===== src/rtl/energy_regulator_pkg.sv =====
// Shared constants, limits and types for the energy regulator.
// Holds default parameter values and accumulator saturation helpers.
package energy_regulator_pkg;

    // Default configuration of the regulator.
    localparam int ACC_W_DEF        = 4;
    localparam int RATE_DIV_DEF     = 4;
    localparam int DECAY_PERIOD_DEF = 64;

    // Saturation limits of the default-width accumulator.
    localparam int ACC_MAX_DEF = (1 << (ACC_W_DEF - 1)) - 1;
    localparam int ACC_MIN_DEF = -(1 << (ACC_W_DEF - 1));

    // Direction of a request or of an emitted pulse.
    typedef enum logic [1:0] {
        DIR_NONE = 2'd0,
        DIR_INC  = 2'd1,
        DIR_DEC  = 2'd2
    } dir_e;

    // Largest value of a signed accumulator of width w.
    function automatic int sat_max(input int w);
        return (1 << (w - 1)) - 1;
    endfunction

    // Smallest value of a signed accumulator of width w.
    function automatic int sat_min(input int w);
        return -(1 << (w - 1));
    endfunction

endpackage


===== src/rtl/energy_rate_limiter.sv =====
// Cooldown counter that spaces output pulses at least RATE_DIV cycles apart.
// Ports: clk, rst (sync, active-high), emit (pulse issued this edge), emit_ok (cooldown is 0).
module energy_rate_limiter
    import energy_regulator_pkg::*;
#(
    parameter int RATE_DIV = RATE_DIV_DEF
) (
    input  logic clk,
    input  logic rst,
    input  logic emit,
    output logic emit_ok
);

    // One extra bit keeps the width >= 1 when RATE_DIV is 1.
    localparam int CD_W = $clog2(RATE_DIV + 1);
    localparam logic [CD_W-1:0] CD_LOAD = CD_W'(RATE_DIV - 1);

    logic [CD_W-1:0] cooldown;

    assign emit_ok = (cooldown == '0);

    always_ff @(posedge clk) begin
        if (rst) begin
            cooldown <= '0;
        end else if (emit) begin
            cooldown <= CD_LOAD;
        end else if (cooldown != '0) begin
            cooldown <= cooldown - 1'b1;
        end
    end

endmodule


===== src/rtl/energy_regulator.sv =====
// Turns raise/lower requests into rate-limited one-cycle energy pulses.
// Ports: clk, rst (sync, active-high), state_controller_inc/dec (requests),
//        energy_inc/energy_dec (registered pulses).
// Optional macro ENERGY_DECAY_EN adds an idle-driven decay pulse.
module energy_regulator
    import energy_regulator_pkg::*;
#(
    parameter int ACC_W        = ACC_W_DEF,
    parameter int RATE_DIV     = RATE_DIV_DEF,
    parameter int DECAY_PERIOD = DECAY_PERIOD_DEF
) (
    input  logic clk,
    input  logic rst,
    input  logic state_controller_inc,
    input  logic state_controller_dec,
    output logic energy_inc,
    output logic energy_dec
);

    // Two guard bits so acc +/- 2 never overflows before clamping.
    localparam int SW = ACC_W + 2;

    localparam logic signed [SW-1:0] P_ONE   = SW'(1);
    localparam logic signed [SW-1:0] M_ONE   = SW'(-1);
    localparam logic signed [SW-1:0] LIM_MAX = SW'(sat_max(ACC_W));
    localparam logic signed [SW-1:0] LIM_MIN = SW'(sat_min(ACC_W));

    if (ACC_W < 2 || RATE_DIV < 1 || DECAY_PERIOD < 2) begin : g_bad_cfg
        $error("energy_regulator: invalid parameter set");
    end

    logic signed [ACC_W-1:0] acc;
    logic signed [SW-1:0]    acc_ext;
    logic signed [SW-1:0]    req_delta;
    logic signed [SW-1:0]    emit_corr;
    logic signed [SW-1:0]    sum;
    logic signed [SW-1:0]    sum_sat;

    dir_e req_dir;
    dir_e emit_dir;
    logic acc_pos;
    logic acc_neg;
    logic emit_ok;
    logic emit_any;
    logic decay_fire;

    assign acc_neg = acc[ACC_W-1];
    assign acc_pos = !acc[ACC_W-1] && (acc != '0);

    // Both or neither request cancel out.
    always_comb begin
        unique case (1'b1)
            (state_controller_inc && !state_controller_dec): req_dir = DIR_INC;
            (state_controller_dec && !state_controller_inc): req_dir = DIR_DEC;
            default:                                         req_dir = DIR_NONE;
        endcase
    end

    // Direction follows the sign of the accumulator before this edge.
    always_comb begin
        unique case (1'b1)
            (emit_ok && acc_pos): emit_dir = DIR_INC;
            (emit_ok && acc_neg): emit_dir = DIR_DEC;
            default:              emit_dir = DIR_NONE;
        endcase
    end

    always_comb begin
        req_delta = '0;
        emit_corr = '0;
        if (req_dir == DIR_INC) req_delta = P_ONE;
        if (req_dir == DIR_DEC) req_delta = M_ONE;
        // An emitted pulse retires one unit of pending demand.
        if (emit_dir == DIR_INC) emit_corr = M_ONE;
        if (emit_dir == DIR_DEC) emit_corr = P_ONE;
    end

    assign acc_ext = {{2{acc[ACC_W-1]}}, acc};
    assign sum     = acc_ext + req_delta + emit_corr;

    always_comb begin
        sum_sat = sum;
        if (sum > LIM_MAX) sum_sat = LIM_MAX;
        if (sum < LIM_MIN) sum_sat = LIM_MIN;
    end

`ifdef ENERGY_DECAY_EN
    // Idle counter never needs to exceed DECAY_PERIOD-1.
    localparam int IDLE_W = $clog2(DECAY_PERIOD);
    localparam logic [IDLE_W-1:0] IDLE_LAST = IDLE_W'(DECAY_PERIOD - 1);

    logic [IDLE_W-1:0] idle_cnt;
    logic              idle_edge;

    assign idle_edge  = (acc == '0) && (req_dir == DIR_NONE);
    assign decay_fire = idle_edge && emit_ok && (idle_cnt == IDLE_LAST);

    always_ff @(posedge clk) begin
        if (rst) begin
            idle_cnt <= '0;
        end else if (decay_fire || !idle_edge) begin
            idle_cnt <= '0;
        end else if (idle_cnt != IDLE_LAST) begin
            idle_cnt <= idle_cnt + 1'b1;
        end
    end
`else
    assign decay_fire = 1'b0;
`endif

    assign emit_any = (emit_dir != DIR_NONE) || decay_fire;

    energy_rate_limiter #(
        .RATE_DIV (RATE_DIV)
    ) u_rate (
        .clk     (clk),
        .rst     (rst),
        .emit    (emit_any),
        .emit_ok (emit_ok)
    );

    // Decay pulses leave the accumulator untouched; they only fire at acc 0.
    always_ff @(posedge clk) begin
        if (rst) begin
            acc        <= '0;
            energy_inc <= 1'b0;
            energy_dec <= 1'b0;
        end else begin
            acc        <= sum_sat[ACC_W-1:0];
            energy_inc <= (emit_dir == DIR_INC);
            energy_dec <= (emit_dir == DIR_DEC) || decay_fire;
        end
    end

endmodule


===== config.mk =====
export PLATFORM = sky130hd
export DESIGN_NAME = energy_regulator
export DESIGN_NICKNAME = d
export VERILOG_FILES = /design/src/rtl/energy_regulator_pkg.sv /design/src/rtl/energy_rate_limiter.sv /design/src/rtl/energy_regulator.sv
export SDC_FILE = /design/constraint.sdc
export NUM_CORES = 1
export LEC_CHECK = 0
export CAP_MARGIN = 10
export CORE_MARGIN = 5
export CORE_UTILIZATION = 50
export DETAILED_ROUTE_END_ITERATION = 8
export PLACE_DENSITY = 0.79
export SETUP_SLACK_MARGIN = 0.5
export SYNTH_ARGS = -nofsm -noshare
export SYNTH_HDL_FRONTEND = slang
export SYNTH_SLANG_ARGS = --single-unit

===== constraint.sdc =====
create_clock -name clk -period 10.3 [get_ports clk]
set_clock_uncertainty 0.2 [all_clocks]
set_input_delay 2.06 -clock clk [delete_from_list [all_inputs] [get_ports clk]]
set_output_delay 2.06 -clock clk [all_outputs]
set_load 0.01 [all_outputs]

==> qor.log, run 1 <==
INFO  route          drt-initial-drc-count=3
INFO  final_layout   multi_input_comb_area=423um2
INFO  placed_design  finalWeightedCongestion=0.764
INFO  final_layout   final-instance-count-excl-fill=93
INFO  setup_path     critPathTopFamily=adder cells
INFO  grt            grt_pass1_wl=1930um
INFO  final_layout   ff_latch_area=180um2
INFO  sta            tightest_slew=0.340ns
INFO  grt            global_route.usage.total=0.133
INFO  setup_path     cp.arrival=4.84ns
INFO  floorplanning  die_height=46.3um
INFO  setup_path     critical_path.endpoint_type=register
INFO  synthesis      synth.yosys.seq_area_share=0.273
INFO  sta            setup_viol_count_final=0
INFO  route          drt_pass1_iterations=4
INFO  sta            slew_violations=0
INFO  route          route.vias.total=479
INFO  grt            first_global_vias=482
INFO  sta            hold_violations=0
INFO  floorplanning  top_level_ports=6
INFO  placed_design  numPlacedInstances=89
INFO  floorplanning  placement_rows=13
INFO  route          post-route-drc-count=0
INFO  floorplanning  start_util=0.520
INFO  setup_path     timing.critical_path.from_type=primary input
INFO  clocking       cts_max_level=1
INFO  synthesis      ys_seq_elements=9
INFO  setup_path     timing.critical_path.slowest_cell_delay=0.48ns
INFO  setup_path     logic_depth_of_the_worst_setup_path_including_buffers=12
INFO  setup_path     crit_path_max_fanout=3
INFO  sta            slew_headroom=0.773
INFO  route          routed_wire_length_per_instance=12.0um
INFO  setup_path     critical_path_required=10.30ns
INFO  setup_path     path_class=primary input to register
INFO  setup_path     reg2regPathDepth=15
INFO  clocking       cts_post_setup_buffers_inserted=0
INFO  setup_path     critPathSlowestCell=sky130_fd_sc_hd__fa_1
INFO  setup_path     cells_along_the_critical_path=clkdlybuf4s50_1 > inv_1 > ha_1 > inv_1 > fa_1 > inv_1 > ha_1 > fa_1 > xor2_1 > and4b_1 > nor4b_2 > o21bai_1
INFO  route          number_of_nets_with_antenna_violations_after_routing=0
INFO  clocking       clockRootBuffer=sky130_fd_sc_hd__clkbuf_4
INFO  synthesis      postSynthCellCount=70
INFO  clocking       clkTransAtPathRegs=0.06ns
INFO  placed_design  preCtsSetupSlack=5.18ns
INFO  placed_design  numPortBuffers=5
INFO  route          viasPerCell=5.15
INFO  synthesis      postSynthNetCount=88
INFO  worst_hold_path min-delay-path-class=register to register
INFO  clocking       cts_hold_repair.buffers=0
INFO  floorplanning  die_area=0.00215mm2
INFO  floorplanning  placeableCoreArea=0.00127mm2
INFO  run            max-cap-violations=0
INFO  clocking       clk_latency=0.26ns
INFO  status         run_status=finished, final reports clean
INFO  grt            antenna_violations_before_repair=0
INFO  sta            clock.fmax=207MHz
INFO  sta            rsz0062_at_grt=false
INFO  final_layout   area_growth=14.0%
INFO  clocking       postCtsResizedCells=0
INFO  final_layout   filler_cell_count=123
INFO  final_layout   n_antenna_cell=0
INFO  sta            final_worst_setup_slack=5.46ns
INFO  sta            final.period_utilization=0.470
INFO  clocking       cts_inserted_buffers=3
INFO  clocking       cts.sink_count=9
INFO  synthesis      netlist-cell-type-count=25
INFO  grt            grt_start_max_net_pins=11
INFO  sta            setup_total_negative_slack=0ns
INFO  synthesis      synthesis.area_per_instance=9.42um2
INFO  placed_design  post-dp-hpwl=966um
INFO  route          drt_wl_total=1120um
INFO  synthesis      synth_warnings=0
INFO  setup_path     count_of_buffering_cells_on_the_critical_path_with_inverters_included=4
INFO  final_layout   drive_above_1_share=0.0769
INFO  setup_path     timing.reg2reg.setup_slack=6.47ns
INFO  synthesis      syn-cell-area=659um2
INFO  grt            grt_remaining_overflow=0
INFO  clocking       cts_tree=built
INFO  floorplanning  floorplan.die.width=46.3um
INFO  clocking       clk_path_buf_depth=2
INFO  final_layout   nNetsFinal=97
INFO  setup_path     cell_seen_most_often_among_critical_path_stages=sky130_fd_sc_hd__inv_1
INFO  worst_hold_path min_path_cells=2
INFO  sta            final_critical_period=4.84ns
[cell usage after synthesis]
| master | instances | area [um2] |
|---|---|---|
| sky130_fd_sc_hd__clkbuf_1 | 1 | 3.75 |
| sky130_fd_sc_hd__xnor2_1 | 1 | 8.76 |
| sky130_fd_sc_hd__ha_1 | 9 | 113 |
| sky130_fd_sc_hd__nand2b_1 | 3 | 18.8 |
| sky130_fd_sc_hd__nor4b_2 | 1 | 15.0 |
| sky130_fd_sc_hd__fa_1 | 5 | 100 |
| sky130_fd_sc_hd__a211oi_1 | 2 | 15.0 |
| sky130_fd_sc_hd__xor2_1 | 1 | 8.76 |
| sky130_fd_sc_hd__or2_2 | 1 | 6.26 |
| sky130_fd_sc_hd__and4b_1 | 1 | 10.0 |
| sky130_fd_sc_hd__mux2i_1 | 1 | 10.0 |
| sky130_fd_sc_hd__dfxtp_1 | 9 | 180 |
| sky130_fd_sc_hd__a21oi_1 | 4 | 20.0 |
| sky130_fd_sc_hd__nand3_1 | 2 | 10.0 |
| sky130_fd_sc_hd__o21bai_1 | 3 | 22.5 |
| sky130_fd_sc_hd__or3_1 | 1 | 6.26 |
| sky130_fd_sc_hd__nor2_1 | 3 | 11.3 |
| sky130_fd_sc_hd__nand3b_1 | 1 | 7.51 |
| sky130_fd_sc_hd__nor3b_1 | 1 | 7.51 |
| sky130_fd_sc_hd__o21ai_0 | 1 | 5.00 |
| sky130_fd_sc_hd__a21o_1 | 1 | 7.51 |
| sky130_fd_sc_hd__a31oi_1 | 1 | 6.26 |
| sky130_fd_sc_hd__inv_1 | 14 | 52.6 |
| sky130_fd_sc_hd__nand2_1 | 1 | 3.75 |
| sky130_fd_sc_hd__nor3_1 | 2 | 10.0 |
[kinds of logic after synthesis]
logic type | count (synthesis) | share of synthesized area
simple gates | 17 | 0.161
buf+inv | 15 | 0.0854
fa+ha+maj | 14 | 0.323
compound gates | 12 | 0.116
flops | 9 | 0.273
xor+xnor | 2 | 0.0266
mux | 1 | 0.0152
[layout by cell type, fill, tap and decap left out]
cell type and n:
sky130_fd_sc_hd__or2_2 1, sky130_fd_sc_hd__a211oi_1 2, sky130_fd_sc_hd__dfxtp_1 9, sky130_fd_sc_hd__o21bai_1 3, sky130_fd_sc_hd__or3_1 1, sky130_fd_sc_hd__mux2i_1 1
sky130_fd_sc_hd__nand2_1 1, sky130_fd_sc_hd__nand3_1 2, sky130_fd_sc_hd__a21o_1 1, sky130_fd_sc_hd__xnor2_1 1, sky130_fd_sc_hd__clkbuf_4 3, sky130_fd_sc_hd__nor3_1 2
sky130_fd_sc_hd__a31oi_1 1, sky130_fd_sc_hd__and4b_1 1, sky130_fd_sc_hd__a21oi_1 4, sky130_fd_sc_hd__xor2_1 1, sky130_fd_sc_hd__clkinv_2 1, sky130_fd_sc_hd__nor2_1 3
sky130_fd_sc_hd__nand3b_1 1, sky130_fd_sc_hd__clkdlybuf4s50_1 5, sky130_fd_sc_hd__nor4b_2 1, sky130_fd_sc_hd__o21ai_0 1, sky130_fd_sc_hd__inv_1 14, sky130_fd_sc_hd__fa_1 5
sky130_fd_sc_hd__nand2b_1 3, sky130_fd_sc_hd__nor3b_1 1, sky130_fd_sc_hd__ha_1 9
[worst min-delay path, cell delays in order (launching register included)]
cell	delay (ns)
sky130_fd_sc_hd__dfxtp_1	0.34
sky130_fd_sc_hd__xnor2_1	0.12
sky130_fd_sc_hd__a21oi_1	0.06
[layer usage]
layer  GRT usage  vias to the layer above  part of all wire
met5           0                        -                 0
met4      0.0682                        0             0.018
met3      0.0469                        3             0.045
met2       0.242                        9              0.55
met1       0.129                      217              0.38
li1            -                      250                 -
[layout make-up]
cell class | instances | share of cell area
clock buffer | 3 | 0.0300
tap | 15 | 0.0250
inverter | 14 | 0.0699
multi-input combinational | 46 | 0.562
timing repair buffer | 5 | 0.0666
clock inverter | 1 | 0.00666
sequential | 9 | 0.240
[path summary, 6_finish.rpt]
check                            start                  to
setup / recovery  state_controller_inc              acc[1]
hold / removal      u_rate.cooldown[0]  u_rate.cooldown[0]
setup reg to reg    u_rate.cooldown[0]              acc[1]
hold reg to reg     u_rate.cooldown[0]  u_rate.cooldown[0]
[stage by stage]
stage                     utilization  instance area (um2)  hold slack [ns]
final                           0.593                  752            0.366
after global routing            0.593                  752            0.393
after floorplan                     -                  659            0.314
after global placement          0.571                  724            0.335
after detailed placement        0.571                  724            0.356
after CTS                       0.593                  752            0.370
[state kept, by name (all words and copies together), names as in the netlist]
signal / flops
energy_dec: 1
u_rate.cooldown: 3
acc: 4
energy_inc: 1
Power of run 1 is left out: the tool's default activity adds up to more than one toggle a clock period on the data nets, which glitch-free logic cannot reach.
==> run 2: changes to the inputs <==
- CORE_UTILIZATION: 50 -> 48
- clock period: 10.3 -> 4.2 ns (I/O delays scaled with it)
==> run 2 against run 1 <==
Compared with the run above: flip-flop and latch count unchanged; non-clock buffer count increased by 1; register-to-register slack lost 5.8 ns; cell count rose by 1.1%; core utilization grew 4.7 points; die area is 3.3% higher; routed wire length up 14%; worst hold slack better by 0.0094 ns; worst setup slack worse by 4.8 ns; critical path type unchanged.
==> qor.log, run 2 (same netlist as run 1, synthesis figures left out) <==
INFO  status         run_status=finished, final reports clean
INFO  floorplanning  floorplan.die.width=47.1um [+1.6%]
INFO  clocking       clk_path_buf_depth=2 [unchanged]
INFO  placed_design  detailed_place.area=724um2 [unchanged]
INFO  grt            grt_start_max_net_pins=11 [unchanged]
INFO  clocking       cts.sink_count=9 [unchanged]
INFO  floorplanning  placeableCoreArea=0.00130mm2 [+2.6%]
INFO  route          drt_wl_total=1280um [+14%]
INFO  floorplanning  die_area=0.00222mm2 [+3.3%]
INFO  floorplanning  placement_rows=13 [unchanged]
INFO  setup_path     cells_along_the_critical_path=clkdlybuf4s50_1 > ha_1 > inv_1 > fa_1 > inv_1 > ha_1 > fa_2 > xor2_4 > and4b_1 > nor4b_4 > o21bai_1
INFO  clocking       cts_max_level=1 [unchanged]
INFO  route          number_of_nets_with_antenna_violations_after_routing=0 [unchanged]
INFO  final_layout   post-route-util=0.639 [+0.0467]
INFO  worst_hold_path min_delay_src=u_rate.cooldown[2]
INFO  run            max-cap-violations=0 [unchanged]
INFO  sta            final.period_utilization=0.853
INFO  setup_path     reg2regPathDepth=15 [unchanged]
INFO  sta            tightest_slew=0.405ns [+0.0649 ns]
INFO  setup_path     timing.critical_path.slowest_cell_delay=0.48ns [about the same]
INFO  final_layout   largest_register_ffs=4 [unchanged]
INFO  setup_path     timing.critical_path.from_type=primary input
INFO  final_layout   largest_register=acc
INFO  setup_path     critical_path_required=4.18ns [-6.12 ns]
INFO  final_layout   area_growth=26.2%
INFO  route          post-route-drc-count=0 [unchanged]
INFO  final_layout   mostFrequentLayoutCell=sky130_fd_sc_hd__inv_1
INFO  final_layout   final-instance-count-excl-fill=94 [+1.1%]
INFO  grt            grt_remaining_overflow=0 [unchanged]
INFO  floorplanning  start_util=0.507 [-0.0130]
INFO  grt            antenna_violations_before_repair=0 [unchanged]
INFO  route          viasPerCell=5.36 [+4.1%]
INFO  setup_path     crit_path_max_fanout=3 [unchanged]
INFO  final_layout   n_antenna_cell=0 [unchanged]
INFO  setup_path     critical_path.endpoint_type=register
INFO  final_layout   largest_registers=acc: 4 flops, u_rate.cooldown: 3 flops
INFO  setup_path     critPathTopFamily=adder cells
INFO  setup_path     path_class=primary input to register
INFO  setup_path     count_of_buffering_cells_on_the_critical_path_with_inverters_included=3 [-1]
INFO  sta            slew_headroom=0.729 [-0.0434]
INFO  route          drt_pass1_iterations=2 [-2]
INFO  sta            rsz0062_at_grt=false
INFO  sta            setup_total_negative_slack=0ns [unchanged]
INFO  final_layout   drive_above_1_share=0.190 [+0.113]
INFO  setup_path     timing.reg2reg.setup_slack=0.63ns [-5.84 ns]
INFO  final_layout   mostFrequentLayoutCells=sky130_fd_sc_hd__inv_1 (12), sky130_fd_sc_hd__dfxtp_1 (9), sky130_fd_sc_hd__ha_1 (7)
INFO  grt            global_route.usage.total=0.145 [+0.0124]
INFO  clocking       clockRootBuffer=sky130_fd_sc_hd__clkbuf_4
INFO  floorplanning  die_height=47.1um [+1.6%]
INFO  setup_path     cp.arrival=3.56ns [-1.28 ns]
INFO  placed_design  numPortBuffers=5 [unchanged]
INFO  clocking       cts_inserted_buffers=3 [unchanged]
INFO  placed_design  finalWeightedCongestion=0.804 [+5.2%]
INFO  sta            final_critical_period=3.58ns
INFO  final_layout   nNetsFinal=98 [+1.0%]
INFO  sta            setup_viol_count_final=0 [unchanged]
INFO  route          drt-initial-drc-count=8 [+5]
INFO  grt            first_global_vias=531 [+10%]
INFO  clocking       clkTransAtPathRegs=0.06ns [about the same]
INFO  sta            slew_violations=0 [unchanged]
INFO  grt            grt_pass1_wl=2220um [+15%]
INFO  route          route.vias.total=504 [+5.2%]
INFO  clocking       clk_latency=0.26ns [about the same]
INFO  sta            hold_violations=0 [unchanged]
INFO  placed_design  post-dp-hpwl=1020um [+5.9%]
INFO  clocking       cts_tree=built
INFO  setup_path     timing.rr.end=acc[2]
INFO  setup_path     worstReg2RegStart=u_rate.cooldown[1]
INFO  sta            clock.fmax=279MHz
INFO  worst_hold_path worst_hold_end=u_rate.cooldown[2]
INFO  worst_hold_path min-delay-path-class=register to register
INFO  placed_design  numPlacedInstances=89 [unchanged]
INFO  final_layout   finish.instance_area=832um2 [+11%]
INFO  clocking       cts_hold_repair.buffers=0 [unchanged]
INFO  floorplanning  top_level_ports=6 [unchanged]
INFO  route          routed_wire_length_per_instance=13.6um [+13%]
INFO  setup_path     critPathSlowestCell=sky130_fd_sc_hd__fa_1
INFO  worst_hold_path min_path_cells=2 [unchanged]
==> run 2: per-layer routing <==
metal	vias up	global-route usage	wire length, um	part of all wire
li1	247	-	-	-
met1	246	0.152	474	0.37
met2	7	0.247	722	0.57
met3	4	0.0651	42	0.033
met4	0	0.0718	37	0.029
met5	-	0	0	0
==> run 2: what timing repair did <==
action | in CTS | in global routing
resized for setup | 5 | 8
pin swaps | 1 | 2
setup endpoints to repair | 3 | 3
buffers inserted | 1 | 0
==> run 2: worst max-delay path by stage <==
stage,slack [ns],cells past startpoint,end,from
floorplan,0.69,15,acc[0],u_rate.cooldown[0]
global placement,0.36,11,acc[2],state_controller_dec
detailed placement,0.32,11,acc[2],state_controller_dec
CTS,0.52,15,acc[2],u_rate.cooldown[0]
global route,0.46,15,acc[2],u_rate.cooldown[1]
finish,0.62,11,acc[2],state_controller_dec
==> run 2: area by class of cell <==
cell class / count / area (um2)
clock buffer: 4 / 26.3
fill: 123 / 469
inverter: 14 / 52.6
multi-input combinational: 46 / 497
sequential: 9 / 180
tap: 15 / 18.8
timing repair buffer: 6 / 57.6
==> run 2: through the flow <==
step / hold slack (ns) / worst slack (ns)
2_1_floorplan: 0.314 / 0.685
4_1_cts: 0.368 / 0.517
3_3_place_gp: 0.336 / 0.356
3_5_place_dp: 0.354 / 0.322
5_1_grt: 0.417 / 0.459
6_report: 0.376 / 0.619
==> run 2: tightest hold or removal path, cell delays in order, from the launching register on <==
cell	delay (ns)
sky130_fd_sc_hd__dfxtp_1	0.33
sky130_fd_sc_hd__a21oi_1	0.13
sky130_fd_sc_hd__nor3b_1	0.06
Power of run 2 is left out for the same reason.
